===== src/rtl/tdm_demux4_if.sv =====
// Bundle of the serial TDM link input and the rebuilt parallel frame output.
// TDM_DEMUX_PARITY_EN adds the parity_err signal to the bundle.
interface tdm_demux4_if;
  logic       en;
  logic       din;
  logic       frame_sync;
  logic [3:0] d;
  logic       frame_valid;
  logic       sync_lost;
`ifdef TDM_DEMUX_PARITY_EN
  logic       parity_err;

  modport master (output en, din, frame_sync,
                  input  d, frame_valid, sync_lost, parity_err);
  modport slave  (input  en, din, frame_sync,
                  output d, frame_valid, sync_lost, parity_err);
`else
  modport master (output en, din, frame_sync,
                  input  d, frame_valid, sync_lost);
  modport slave  (input  en, din, frame_sync,
                  output d, frame_valid, sync_lost);
`endif
endinterface


===== src/rtl/tdm_demux4.sv =====
// Four-slot TDM demultiplexer with HUNT/LOCKED frame alignment and flywheel miss counting.
// Defining TDM_DEMUX_PARITY_EN adds a fifth even-parity slot and the parity_err pulse.
module tdm_demux4 #(
  parameter int MISS_LIMIT = 2
) (
  input  logic          clk,
  input  logic          rst_n,
  tdm_demux4_if.slave   bus
);

`ifdef TDM_DEMUX_PARITY_EN
  localparam int N = 5;
`else
  localparam int N = 4;
`endif
  localparam int COLW = N - 1;
  localparam logic [2:0] LAST_SLOT = 3'(N - 1);
  localparam logic [2:0] MISS_LIM  = 3'(MISS_LIMIT);

  typedef enum logic {HUNT, LOCKED} state_t;

  state_t          r_state, w_state_nxt;
  logic [2:0]      r_cnt, w_cnt_nxt;
  logic [2:0]      r_miss, w_miss_nxt;
  logic [2:0]      w_miss_inc;
  logic [COLW-1:0] r_col, w_col_nxt;
  logic [3:0]      r_d, w_d_nxt;
  logic            r_fv, w_fv_nxt;
`ifdef TDM_DEMUX_PARITY_EN
  logic            r_perr, w_perr_nxt;
`endif

  always_ff @(posedge clk or negedge rst_n) begin
    if (!rst_n) begin
      r_state <= HUNT;
      r_cnt   <= '0;
      r_miss  <= '0;
      r_col   <= '0;
      r_d     <= '0;
      r_fv    <= 1'b0;
`ifdef TDM_DEMUX_PARITY_EN
      r_perr  <= 1'b0;
`endif
    end else begin
      r_state <= w_state_nxt;
      r_cnt   <= w_cnt_nxt;
      r_miss  <= w_miss_nxt;
      r_col   <= w_col_nxt;
      r_d     <= w_d_nxt;
      r_fv    <= w_fv_nxt;
`ifdef TDM_DEMUX_PARITY_EN
      r_perr  <= w_perr_nxt;
`endif
    end
  end

  always_comb begin
    w_state_nxt = r_state;
    w_cnt_nxt   = r_cnt;
    w_miss_nxt  = r_miss;
    w_col_nxt   = r_col;
    w_d_nxt     = r_d;
    w_fv_nxt    = 1'b0;
`ifdef TDM_DEMUX_PARITY_EN
    w_perr_nxt  = 1'b0;
`endif
    w_miss_inc  = r_miss + 3'd1;

    if (bus.en) begin
      case (r_state)
        HUNT: begin
          if (bus.frame_sync) begin
            w_state_nxt  = LOCKED;
            w_col_nxt[0] = bus.din;
            w_cnt_nxt    = 3'd1;
            w_miss_nxt   = '0;
          end
        end
        LOCKED: begin
          if (r_cnt == 3'd0 && bus.frame_sync) begin
            w_col_nxt[0] = bus.din;
            w_cnt_nxt    = 3'd1;
            w_miss_nxt   = '0;
          end else if (r_cnt == 3'd0 || bus.frame_sync) begin
            // Missing or misplaced sync: reaching the limit wins over taking the slot.
            if (w_miss_inc >= MISS_LIM) begin
              w_state_nxt = HUNT;
              w_cnt_nxt   = '0;
              w_miss_nxt  = '0;
            end else begin
              w_col_nxt[0] = bus.din;
              w_cnt_nxt    = 3'd1;
              w_miss_nxt   = w_miss_inc;
            end
          end else if (r_cnt == LAST_SLOT) begin
            w_cnt_nxt = '0;
            w_fv_nxt  = 1'b1;
`ifdef TDM_DEMUX_PARITY_EN
            w_d_nxt    = r_col[3:0];
            w_perr_nxt = ^{bus.din, r_col};
`else
            w_d_nxt    = {bus.din, r_col[2:0]};
`endif
          end else begin
            for (int k = 1; k < COLW; k++) begin
              if (r_cnt == 3'(k)) w_col_nxt[k] = bus.din;
            end
            w_cnt_nxt = r_cnt + 3'd1;
          end
        end
        default: w_state_nxt = HUNT;
      endcase
    end
  end

  assign bus.d           = r_d;
  assign bus.frame_valid = r_fv;
  assign bus.sync_lost   = (r_state == HUNT);
`ifdef TDM_DEMUX_PARITY_EN
  assign bus.parity_err  = r_perr;
`endif

endmodule


===== src/flat_wrapper.sv =====
// flat-port wrapper written by rule: the top's interface ports become plain ports
module tdm_demux4_flat 
#(
  parameter int MISS_LIMIT = 2
)
  (clk, rst_n, bus_en, bus_din, bus_frame_sync, bus_d, bus_frame_valid, bus_sync_lost);
  tdm_demux4_if bus_i ();
  input  logic clk;
  input  logic rst_n;
  input wire logic [$bits(bus_i.en)-1:0] bus_en;
  input wire logic [$bits(bus_i.din)-1:0] bus_din;
  input wire logic [$bits(bus_i.frame_sync)-1:0] bus_frame_sync;
  output wire logic [$bits(bus_i.d)-1:0] bus_d;
  output wire logic [$bits(bus_i.frame_valid)-1:0] bus_frame_valid;
  output wire logic [$bits(bus_i.sync_lost)-1:0] bus_sync_lost;
  assign bus_i.en = bus_en;
  assign bus_i.din = bus_din;
  assign bus_i.frame_sync = bus_frame_sync;
  assign bus_d = bus_i.d;
  assign bus_frame_valid = bus_i.frame_valid;
  assign bus_sync_lost = bus_i.sync_lost;
  tdm_demux4 #(.MISS_LIMIT(MISS_LIMIT)) u_core (.clk(clk), .rst_n(rst_n), .bus(bus_i));
endmodule

===== config.mk =====
export PLATFORM = sky130hd
export DESIGN_NAME = tdm_demux4_flat
export DESIGN_NICKNAME = d
export VERILOG_FILES = /design/src/rtl/tdm_demux4_if.sv /design/src/rtl/tdm_demux4.sv /design/src/flat_wrapper.sv
export SDC_FILE = /design/constraint.sdc
export NUM_CORES = 1
export LEC_CHECK = 0
export CAP_MARGIN = 40
export CORE_UTILIZATION = 25
export DETAILED_ROUTE_END_ITERATION = 8
export GPL_ROUTABILITY_DRIVEN = 0
export PLACE_DENSITY = 0.52
export SLEW_MARGIN = 15
export SYNTH_ARGS = -nofsm -noshare
export SYNTH_HDL_FRONTEND = slang
export SYNTH_SLANG_ARGS = --single-unit

===== constraint.sdc =====
create_clock -name clk -period 3.8 [get_ports clk]
set_input_delay 0.76 -clock clk [delete_from_list [all_inputs] [get_ports clk]]
set_output_delay 0.76 -clock clk [all_outputs]
set_load 0.005 [all_outputs]

==> summary.md, run 1 <==
| Metric | Value |
|---|---|
| Wire length on met1 | `just over 700 µm` |
| Die width | `58.2 µm` |
| Startpoint class of the critical path | `input pin` |
| Total wirelength of the detailed-routed design | `approximately 1400 µm` |
| Period minus WS final | `around 2300 ps` |
| Final antenna-violating net count | `0` |
| Final Hold Viols | `0` |
| Share of layout cells above drive strength 1 | `~16%` |
| Fraction of power consumed by combinational cells | `around 41%` |
| Global-route usage over all layers | `9.94%` |
| Synthesized area | `slightly below 800 µm²` |
| Routed WL per cell | `approximately 11 µm` |
| Sequential cell area fraction in the yosys report | `a little under half` |
| Tightest Pin Transition | `around 690 ps` |
| Avg Inst Size Synth | `11.5 µm²` |
| Kind of end point of the critical path | `flop` |
| Cells resized by post-CTS repair | `0` |
| Number of buffers created by CTS | `3` |
| Top Ports | `11` |
| Library cell with the largest summed area after synthesis | `sky130_fd_sc_hd__dfrtp_1` |
| Routed length on met2 | `574 µm` |
| Detailed Routing Iterations Pass 1 | `4` |
| FP Rows | `20` |
| Commonest cells after routing, fill and taps aside | `15 x sky130_fd_sc_hd__dfrtp_1, 10 x sky130_fd_sc_hd__clkdlybuf4s50_1, 6 x sky130_fd_sc_hd__ha_1, 5 x sky130_fd_sc_hd__inv_1, 5 x sky130_fd_sc_hd__nand2_1` |
| Number of antenna violations at the first check in global routing | `0` |
| Required time of the critical path | `between 3000 and 4000 ps` |
| Die outline height | `58.2 µm` |
| Final setup fails | `0` |
| Tightest slew margin relative to the limit | `around 54%` |
| Switching power of the nets | `about 0.19 mW` |
| First-pass GRT wire length | `between 2000 and 2500 µm` |
| Outcome | `finished clean` |
| Max capacitance violation total | `0` |
| Core outline area | `roughly 3000 µm²` |
| Layout overhead on the synthesized area | `22.3%` |
| Ratio of routed vias to standard cells | `between 4 and 5` |
| Initial core utilization | `26.1%` |
| Number of DRC markers after the initial detailed-route iteration | `4` |
| Number of hold buffers added after cts | `0` |
| Areal power density over the cells | `587 nW/µm²` |
| Largest voltage drop on the vdd net | `approximately 100 µV` |
| Setup repair after global routing missed its margin | `false` |
| Share of the synthesized area in the top cell type | `a little under half` |
| Placement-stage cell area | `~940 µm²` |
| Clock tree skew after final layout | `approximately 2.3 ps` |
| Number of clock sinks | `15` |
| CTS tree | `yes` |
| DP Wirelength | `around 1000 µm` |
| Type of the setup path with the least slack | `input pin to flop` |
| Number of global-route vias before repair | `550` |
| Root buf cell | `sky130_fd_sc_hd__clkbuf_4` |
| Bufs on Longest Clock Path | `2` |
| Leakage power | `approximately 0.45 nW` |
| Number of different library cells in the post-synthesis netlist | `30` |
| Final design area excluding fillers | `967 µm²` |
| Warnings, synthesis | `0` |
| Portion of total power attributed to the clock network | `between 10% and 20%` |
| Die area | `between 3000 and 4000 µm²` |
| H-tree levels | `1` |
| FF+latch count, synth | `15` |
| Setup TNS | `0 ps` |
| I/O Buffers | `10` |
| Overall via count from detail_route | `about 530` |
| Fmax | `443 MHz` |
| DRC errors left | `0` |
| Register clock-pin slew on the reported worst setup and hold paths | `roughly 90 ps` |
| Most frequent standard cell in the layout excluding fill and tap cells | `sky130_fd_sc_hd__dfrtp_1` |
| Syn Nets | `80` |
| Largest net degree at the start of global routing | `16` |
| Number of instances in the synthesized netlist | `69` |
| Buffers inserted during post-CTS setup optimization | `0` |
| Total inserted antenna cells | `0` |
| Net count of the finished layout | `94` |
| Class of the most critical hold timing path | `flop to flop` |
| Internal Pwr Total | `between 0.3 and 0.4 mW` |
| Leading post-synthesis cells by cell area | `sky130_fd_sc_hd__dfrtp_1 47%, sky130_fd_sc_hd__ha_1 9.5%, sky130_fd_sc_hd__mux2_2 5.7%, sky130_fd_sc_hd__mux2_1 4.3%, sky130_fd_sc_hd__nor4b_4 3.0%` |
| Ratio of final minimum period to clock period | `between 50% and 60%` |
| Sum of overflow across all layers after global routing | `0` |
| Critical Path Fanout Max | `11` |
| Total count of max-transition violations in the final report | `0` |
| Switching part of the total power | `between 30 and 40%` |
| Relative contribution of sequential cells to total power | `43.0%` |
| Metal3 WL | `between 40 and 50 µm` |
| Critical Path AT | `approximately 2400 ps` |
| Top layer in use | `met4` |
| Insertion delay of the later-clocked pin in the worst-skew pair | `280 ps` |
registers in the layout (all words and copies together), names as in the netlist:
register                cells
u_core.r_state              1
u_core.r_cnt                3
u_core.r_miss               3
u_core.r_col                3
u_core.bus.d                4
u_core.bus.frame_valid      1
worst max-delay path: stages:
cell	delay (ps)
sky130_fd_sc_hd__clkdlybuf4s50_1	730
sky130_fd_sc_hd__o21ai_1	190
sky130_fd_sc_hd__o21bai_2	250
sky130_fd_sc_hd__o22ai_1	150
sky130_fd_sc_hd__mux2_1	340
metrics by stage:
stage	power [mW]	worst slack, ps	util [%]	std cells	hold slack [ps]
after floorplan	0.396	2080	-	69	454
final	0.568	1540	31.9	126	495
after global routing	0.622	1400	31.9	126	522
after detailed placement	0.483	1240	31.1	122	481
after global placement	0.480	1290	31.1	122	474
after CTS	0.578	1540	31.9	126	504
power by group through the flow:
stage,Sequential [mW],Clock [mW],Combinational (mW)
final,0.244,0.0901,0.234
after detailed placement,0.247,0,0.235
after global routing,0.254,0.101,0.267
after floorplan,0.242,0,0.154
after CTS,0.245,0.0978,0.236
after global placement,0.249,0,0.232
layer usage:
layer | vias up | global-route usage, %
met5 | - | 0
met4 | 0 | 6.12
met3 | 2 | 2.01
met2 | 9 | 14.8
met1 | 244 | 13.2
li1 | 270 | -
final timing paths:
| check | from | end | slack [ps] | cells past startpoint |
|---|---|---|---|---|
| setup / recovery | bus_frame_sync | u_core.r_col[0] | 1540 | 5 |
| hold / removal | u_core.r_col[0] | u_core.r_col[0] | 490 | 1 |
| setup reg to reg | u_core.r_cnt[0] | u_core.r_col[0] | 1940 | 6 |
| hold reg to reg | u_core.r_col[0] | u_core.r_col[0] | 490 | 1 |
| max in group asynchronous | rst_n | u_core.bus.frame_valid | 2470 | 1 |
| min in group asynchronous | rst_n | u_core.r_col[1] | 890 | 1 |
layout make-up:
cell class / count / area, µm²
fillers: 330 / 2060
repair buffers: 10 / 100
multi-input cells: 48 / 392
inverters: 5 / 18.8
well taps: 44 / 55.1
clock buffers: 4 / 26.3
flip-flops and latches: 15 / 375
cell families (layout without fill, tap and decap cells):
family                   count (synthesis)  count (layout)  share of synthesized area, %
AND/OR/NAND/NOR                         19              19                          14.6
flip-flops                              15              15                          47.5
AO/OA/AOI/OAI                           14              14                          13.3
multiplexers                             7               7                          9.97
adder cells (fa/ha/maj)                  6               6                          9.49
buffers and inverters                    6              19                          3.01
XOR/XNOR                                 2               2                          2.22
Yosys cell counts:
| library cell | instances |
|---|---|
| sky130_fd_sc_hd__nand3b_1 | 1 |
| sky130_fd_sc_hd__nor4b_4 | 1 |
| sky130_fd_sc_hd__o21bai_2 | 1 |
| sky130_fd_sc_hd__mux2_1 | 3 |
| sky130_fd_sc_hd__nand2_1 | 5 |
| sky130_fd_sc_hd__dfrtp_1 | 15 |
| sky130_fd_sc_hd__xnor2_1 | 2 |
| sky130_fd_sc_hd__a21oi_1 | 1 |
| sky130_fd_sc_hd__o41ai_1 | 1 |
| sky130_fd_sc_hd__buf_2 | 1 |
| sky130_fd_sc_hd__o221a_2 | 1 |
| sky130_fd_sc_hd__nor2_2 | 1 |
| sky130_fd_sc_hd__inv_1 | 5 |
| sky130_fd_sc_hd__a21boi_0 | 1 |
| sky130_fd_sc_hd__nand3_1 | 2 |
| sky130_fd_sc_hd__a31oi_1 | 1 |
| sky130_fd_sc_hd__nor2b_2 | 1 |
| sky130_fd_sc_hd__o22ai_1 | 2 |
| sky130_fd_sc_hd__o211a_1 | 1 |
| sky130_fd_sc_hd__o21ai_0 | 1 |
| sky130_fd_sc_hd__mux2_2 | 4 |
| sky130_fd_sc_hd__nand2_2 | 1 |
| sky130_fd_sc_hd__ha_1 | 6 |
| sky130_fd_sc_hd__a21o_1 | 1 |
| sky130_fd_sc_hd__a22oi_1 | 1 |
| sky130_fd_sc_hd__o21bai_1 | 1 |
| sky130_fd_sc_hd__and2_1 | 2 |
| sky130_fd_sc_hd__o21ai_1 | 1 |
| sky130_fd_sc_hd__nor2_1 | 4 |
| sky130_fd_sc_hd__and3_1 | 1 |
No activity file was read; power rests on OpenSTA's default activity.
==> run 2, diff against run 1 <==
==> constraint.sdc (replaced) <==
create_clock -name clk -period 2.2 [get_ports clk]
set_input_delay 0.44 -clock clk [delete_from_list [all_inputs] [get_ports clk]]
set_output_delay 0.44 -clock clk [all_outputs]
set_load 0.005 [all_outputs]
==> run 2 against run 1 <==
Clock skew rose by 2.9 ps. Cell count grew 1.6%. Count of clock-buffer cells in the layout decreased by 1. Wire length decreased by 3.6%. Sequential power is 73% higher. Sequential cell count did not move. Non-clock buffer count grew 2. Global-route usage shrank 0.42 points. Worst hold slack got worse by 4.0 ps. Critical path type is now flop to output port. Largest cell class unchanged. Highest routed layer unchanged.
==> summary.md, run 2 (synthesis gave the netlist of run 1 again) <==
| Metric | Value |
|---|---|
| Final setup fails | `0` |
| Buffers inserted during post-CTS setup optimization | `0` |
| Fmax | `550 MHz` |
| Die area | `approximately 3400 µm²` |
| Critical Path Fanout Max | `6` |
| Tightest Pin Transition | `between 600 and 700 ps` |
| Metal3 WL | `about 80 µm` |
| Fill count | `317` |
| DRC errors left | `0` |
| Die outline height | `between 50 and 60 µm` |
| Global-route usage over all layers | `about a tenth` |
| Clock tree skew after final layout | `between 5 and 6 ps` |
| Total count of max-transition violations in the final report | `0` |
| Bufs on Longest Clock Path | `2` |
| FP Rows | `20` |
| Fraction of power consumed by combinational cells | `41.1%` |
| Largest net degree at the start of global routing | `16` |
| Number of buffers created by CTS | `3` |
| I/O Buffers | `10` |
| Top layer in use | `met4` |
| Routed WL per cell | `roughly 10 µm` |
| Type of the setup path with the least slack | `flop to output port` |
| Initial core utilization | `a little over a quarter` |
| Leakage power | `between 0.4 and 0.5 nW` |
| Number of antenna violations at the first check in global routing | `0` |
| Startpoint class of the critical path | `flop` |
| Total inserted antenna cells | `0` |
| Setup slack on the worst flop-to-flop path | `390 ps` |
| Minimum setup slack in the final design | `381 ps` |
| Number of clock sinks | `15` |
| Number of hold buffers added after cts | `0` |
| Layout overhead on the synthesized area | `24.4%` |
| Source of the worst register-to-register timing path | `u_core.r_cnt[0]` |
| Required time of the critical path | `about 1800 ps` |
| Period minus WS final | `about 1800 ps` |
| Wire length on met1 | `between 600 and 700 µm` |
| Core outline area | `around 3000 µm²` |
| Critical Path AT | `between 1000 and 1500 ps` |
| First-pass GRT wire length | `2380 µm` |
| Min-Delay Endpoint | `u_core.r_col[1]` |
| Switching power of the nets | `0.336 mW` |
| Power Total | `0.984 mW` |
| Pre-CTS setup slack | `between 150 and 200 ps` |
| Die width | `roughly 58 µm` |
| Final Hold Viols | `0` |
| Number of DRC markers after the initial detailed-route iteration | `15` |
| Number of flip-flops under the largest register name | `4` |
| Number of global-route vias before repair | `554` |
| Setup repair after global routing missed its margin | `false` |
| Share of layout cells above drive strength 1 | `between 10% and 20%` |
| Switching part of the total power | `approximately a third` |
| Final design area excluding fillers | `about 980 µm²` |
| H-tree levels | `1` |
| Root buf cell | `sky130_fd_sc_hd__clkbuf_4` |
| Total wirelength of the detailed-routed design | `1300 µm` |
| Worst Hold Depth | `1` |
| Top Ports | `11` |
| Placement-stage cell area | `956 µm²` |
| Net count of the finished layout | `96` |
| Kind of end point of the critical path | `output port` |
| Sum of overflow across all layers after global routing | `0` |
| DP Wirelength | `around 1000 µm` |
| Portion of total power attributed to the clock network | `between 15 and 20%` |
| Cell Count, Final, Fillers Out | `between 100 and 150` |
| Critical hold path startpoint | `u_core.r_col[1]` |
| Max capacitance violation total | `0` |
| Most frequent standard cell in the layout excluding fill and tap cells | `sky130_fd_sc_hd__dfrtp_1` |
| Detailed Routing Iterations Pass 1 | `4` |
| Ratio of final minimum period to clock period | `approximately 83%` |
| Setup TNS | `0 ps` |
| Final cell utilization of the core | `roughly 32%` |
| Areal power density over the cells | `approximately 1000 nW/µm²` |
| Cells resized by post-CTS repair | `0` |
| Cell depth of the worst flop-to-flop path | `6` |
| Insertion delay of the later-clocked pin in the worst-skew pair | `280 ps` |
| Commonest cells after routing, fill and taps aside | `15 x sky130_fd_sc_hd__dfrtp_1, 10 x sky130_fd_sc_hd__clkdlybuf4s50_1, 6 x sky130_fd_sc_hd__ha_1, 5 x sky130_fd_sc_hd__inv_1, 5 x sky130_fd_sc_hd__nand2_1` |
| Relative contribution of sequential cells to total power | `a little over two fifths` |
| Tightest slew margin relative to the limit | `53.9%` |
| Ratio of routed vias to standard cells | `4.26` |
| Routed length on met2 | `586 µm` |
| Register clock-pin slew on the reported worst setup and hold paths | `around 90 ps` |
| Number of placed instances, taps included | `~120` |
| Internal Pwr Total | `roughly 0.65 mW` |
| Overall via count from detail_route | `about 550` |
| Hold slack final | `about 490 ps` |
| Outcome | `finished clean` |
| Final antenna-violating net count | `0` |
| Reg-to-Reg End | `u_core.r_col[0]` |
| Class of the most critical hold timing path | `flop to flop` |
| Largest voltage drop on the vdd net | `281 µV` |
| CTS tree | `yes` |
-- run 2: changes by cell type in the layout (fill, tap and decap cells not counted) --
cell / change
sky130_fd_sc_hd__buf_4: +2
sky130_fd_sc_hd__clkinv_2: +1
sky130_fd_sc_hd__clkbuf_1: -1
-- run 2: power groups by stage --
stage	combinational (mW)	clock [mW]	sequential (mW)
after floorplan	0.267	0	0.418
after global placement	0.405	0	0.427
after detailed placement	0.408	0	0.430
after CTS	0.409	0.167	0.424
after global routing	0.454	0.182	0.437
final	0.404	0.158	0.422
-- run 2: worst max-delay path by stage --
stage	start	end	slack, ps	cells past startpoint
CTS	u_core.r_state	bus_sync_lost	370	2
detailed placement	bus_en	u_core.r_col[0]	190	5
finish	u_core.r_state	bus_sync_lost	380	2
floorplan	u_core.r_cnt[0]	u_core.r_col[0]	560	6
global placement	bus_en	u_core.r_col[0]	190	5
global route	u_core.r_cnt[0]	u_core.r_col[0]	240	6
-- run 2: worst max-delay path, cell delays in order (launching register included) --
cell and delay (ps):
sky130_fd_sc_hd__dfrtp_1 440, sky130_fd_sc_hd__inv_1 140, sky130_fd_sc_hd__clkdlybuf4s50_1 510
-- run 2: routing by layer --
layer,vias to the layer above,GRT usage (%)
li1,271,-
met5,-,0
met4,0,4.08
met2,20,14.1
met3,4,4.02
met1,250,12.1
-- run 2: area by class of cell --
type	count	area [µm²]	share of cell area, %
well taps	44	55.1	5.60
clock buffers	3	22.5	2.29
repair buffers	12	115	11.7
inverters	5	18.8	1.91
multi-input cells	48	392	39.8
clock inverters	1	5.00	0.509
flip-flops and latches	15	375	38.2
==> run 3, diff against run 2 <==
--- a/config.mk
+++ b/config.mk
@@ -9,7 +9,7 @@
 export CORE_UTILIZATION = 25
 export DETAILED_ROUTE_END_ITERATION = 8
 export GPL_ROUTABILITY_DRIVEN = 0
-export PLACE_DENSITY = 0.52
+export PLACE_DENSITY = 0.53
 export SLEW_MARGIN = 15
 export SYNTH_ARGS = -nofsm -noshare
 export SYNTH_HDL_FRONTEND = slang
==> constraint.sdc (replaced) <==
create_clock -name clk -period 1.64 [get_ports clk]
set_input_delay 0.328 -clock clk [delete_from_list [all_inputs] [get_ports clk]]
set_output_delay 0.328 -clock clk [all_outputs]
set_load 0.005 [all_outputs]
==> run 3 against run 2 <==
Register-to-register slack worse by 290 ps. First-iteration DRC count is 13% lower. Utilization is 4.7 points higher. Worst hold slack got worse by 130 ps. Total power is 57% higher. Combinational power is 95% higher. Clock skew decreased by 4.5 ps. Sequential power grew 29%. Critical endpoint is now u_core.r_col[0].
==> summary.md, run 3 (synthesis gave the netlist of run 1 again) <==
| Metric | Value |
|---|---|
| Outcome | `finished clean` |
| Critical Path AT | `1710 ps` |
| Top layer in use | `met4` |
| Period minus WS final | `around 1500 ps` |
| Final antenna-violating net count | `0` |
| Total wirelength of the detailed-routed design | `roughly 1500 µm` |
| Wire length on met1 | `704 µm` |
| DP Wirelength | `about 1200 µm` |
| Die width | `between 50 and 60 µm` |
| Ratio of final minimum period to clock period | `between 90 and 100%` |
| Routed WL per cell | `approximately 11 µm` |
| Required time of the critical path | `around 1800 ps` |
| Final Hold Viols | `0` |
| Overall via count from detail_route | `~620` |
| Kind of end point of the critical path | `flop` |
| Number of flip-flops under the largest register name | `4` |
| Pre-CTS setup slack | `-170 ps` |
| Sum of overflow across all layers after global routing | `0` |
| Cell Count, Final, Fillers Out | `roughly 140` |
| Core outline area | `approximately 3000 µm²` |
| I/O Buffers | `10` |
| Final design area excluding fillers | `between 1000 and 1500 µm²` |
| Total inserted antenna cells | `0` |
| Combined area of the multi-input logic cells | `a little over 400 µm²` |
| Combined buffer and inverter count along the critical path | `1` |
| Critical Path, Cell by Cell | `inv_2 -> ha_4 -> nor2b_4 -> a21oi_1 -> o22ai_1 -> mux2_1` |
| Initial core utilization | `a little over a quarter` |
| Startpoint class of the critical path | `flop` |
| Most frequent standard cell in the layout excluding fill and tap cells | `sky130_fd_sc_hd__buf_4` |
| First-pass GRT wire length | `~2600 µm` |
| Areal power density over the cells | `1370 nW/µm²` |
| Root buf cell | `sky130_fd_sc_hd__clkbuf_4` |
| Number of DRC markers after the initial detailed-route iteration | `13` |
| Critical Path Fanout Max | `3` |
| Insertion delay of the later-clocked pin in the worst-skew pair | `between 200 and 300 ps` |
| Total count of max-transition violations in the final report | `0` |
| Ratio of routed vias to standard cells | `4.29` |
| Number of placed instances, taps included | `around 140` |
| Delay contributed by the slowest stage of the critical path | `400 ps` |
| Layout overhead on the synthesized area | `42.4%` |
| Placement-stage cell area | `around 1100 µm²` |
| Hold slack final | `roughly 360 ps` |
| Final cell utilization of the core | `37.2%` |
| Final setup fails | `0` |
| Leakage power | `between 0.5 and 0.6 nW` |
| Number of buffers created by CTS | `3` |
| Number of antenna violations at the first check in global routing | `0` |
| Bufs on Longest Clock Path | `2` |
| Number of global-route vias before repair | `603` |
| Share of layout cells above drive strength 1 | `a little under two fifths` |
| Max capacitance violation total | `0` |
| Clock tree skew after final layout | `around 0.6 ps` |
| H-tree levels | `1` |
| Net count of the finished layout | `~110` |
| Minimum setup slack in the final design | `~96 ps` |
| Sequential cell area | `between 300 and 400 µm²` |
| Setup TNS | `0 ps` |
| Routed length on met2 | `~750 µm` |
| Register clock-pin slew on the reported worst setup and hold paths | `around 90 ps` |
| Metal3 WL | `53 µm` |
| Die outline height | `just under 60 µm` |
| DRC errors left | `0` |
| Largest net degree at the start of global routing | `16` |
| Fmax | `between 600 and 700 MHz` |
| Type of the setup path with the least slack | `flop to flop` |
| Largest voltage drop on the vdd net | `355 µV` |
| Number of clock sinks | `15` |
| Tightest slew margin relative to the limit | `82.9%` |
| Critical-path top delay cell | `sky130_fd_sc_hd__dfrtp_1` |
| CTS tree | `yes` |
| Tightest Pin Transition | `around 250 ps` |
| Fill count | `304` |
| Class of the most critical hold timing path | `input pin to async pin` |
| Power Total | `~1.5 mW` |
| Detailed Routing Iterations Pass 1 | `4` |
| Die area | `approximately 3400 µm²` |
| Commonest cells after routing, fill and taps aside | `18 x sky130_fd_sc_hd__buf_4, 14 x sky130_fd_sc_hd__dfrtp_1, 9 x sky130_fd_sc_hd__clkdlybuf4s50_1, 5 x sky130_fd_sc_hd__nand2_1` |
| Global-route usage over all layers | `between 10% and 20%` |
| FP Rows | `20` |
| Top Ports | `11` |
| Number of hold buffers added after cts | `0` |
| CP delay by family, top | `flip-flops` |
-- run 3: cell count changes in the layout (fill, tap and decap cells not counted), sizes merged --
cell,delta
clkbuf,+1
buf,+16
clkdlybuf4s50,-1
dlymetal6s2s,+1
clkinv,-1
-- run 3: path summary, 6_finish.rpt --
| path | endpoint | depth (start not counted) | slack [ps] | start |
|---|---|---|---|---|
| hold / removal | u_core.bus.d[0] | 2 | 360 | rst_n |
| max in group asynchronous | u_core.r_state | 2 | 1100 | rst_n |
| setup / recovery | u_core.r_col[0] | 6 | 100 | u_core.r_cnt[1] |
| min in group clk | u_core.r_col[2] | 1 | 490 | u_core.r_col[2] |
| setup reg to reg | u_core.r_col[0] | 6 | 100 | u_core.r_cnt[1] |
| hold reg to reg | u_core.r_col[2] | 1 | 490 | u_core.r_col[2] |
-- run 3: per-layer routing --
metal,up-vias,track usage (%)
met4,0,6.12
met5,-,0
met3,4,2.68
met1,292,12.2
li1,307,-
met2,15,16.9
-- run 3: layout make-up --
type / count / area share (%)
Inverter: 5 / 1.67
Multi-Input combinational cell: 48 / 36.6
Timing Repair Buffer: 28 / 21.1
Clock buffer: 4 / 2.33
Tap cell: 44 / 4.89
Sequential cell: 15 / 33.4
-- run 3: what timing repair did --
action | in CTS | in global routing
setup buffers | 3 | 1
resized for setup | 4 | 4
endpoints found under the setup margin | 2 | 4
pin swaps | 2 | 2
-- run 3: power by group --
part	switching (mW)	internal, mW	leakage, nW
combinational	0.327	0.459	0.331
sequential	0.0615	0.483	0.196
clock	0.119	0.0943	0.0150
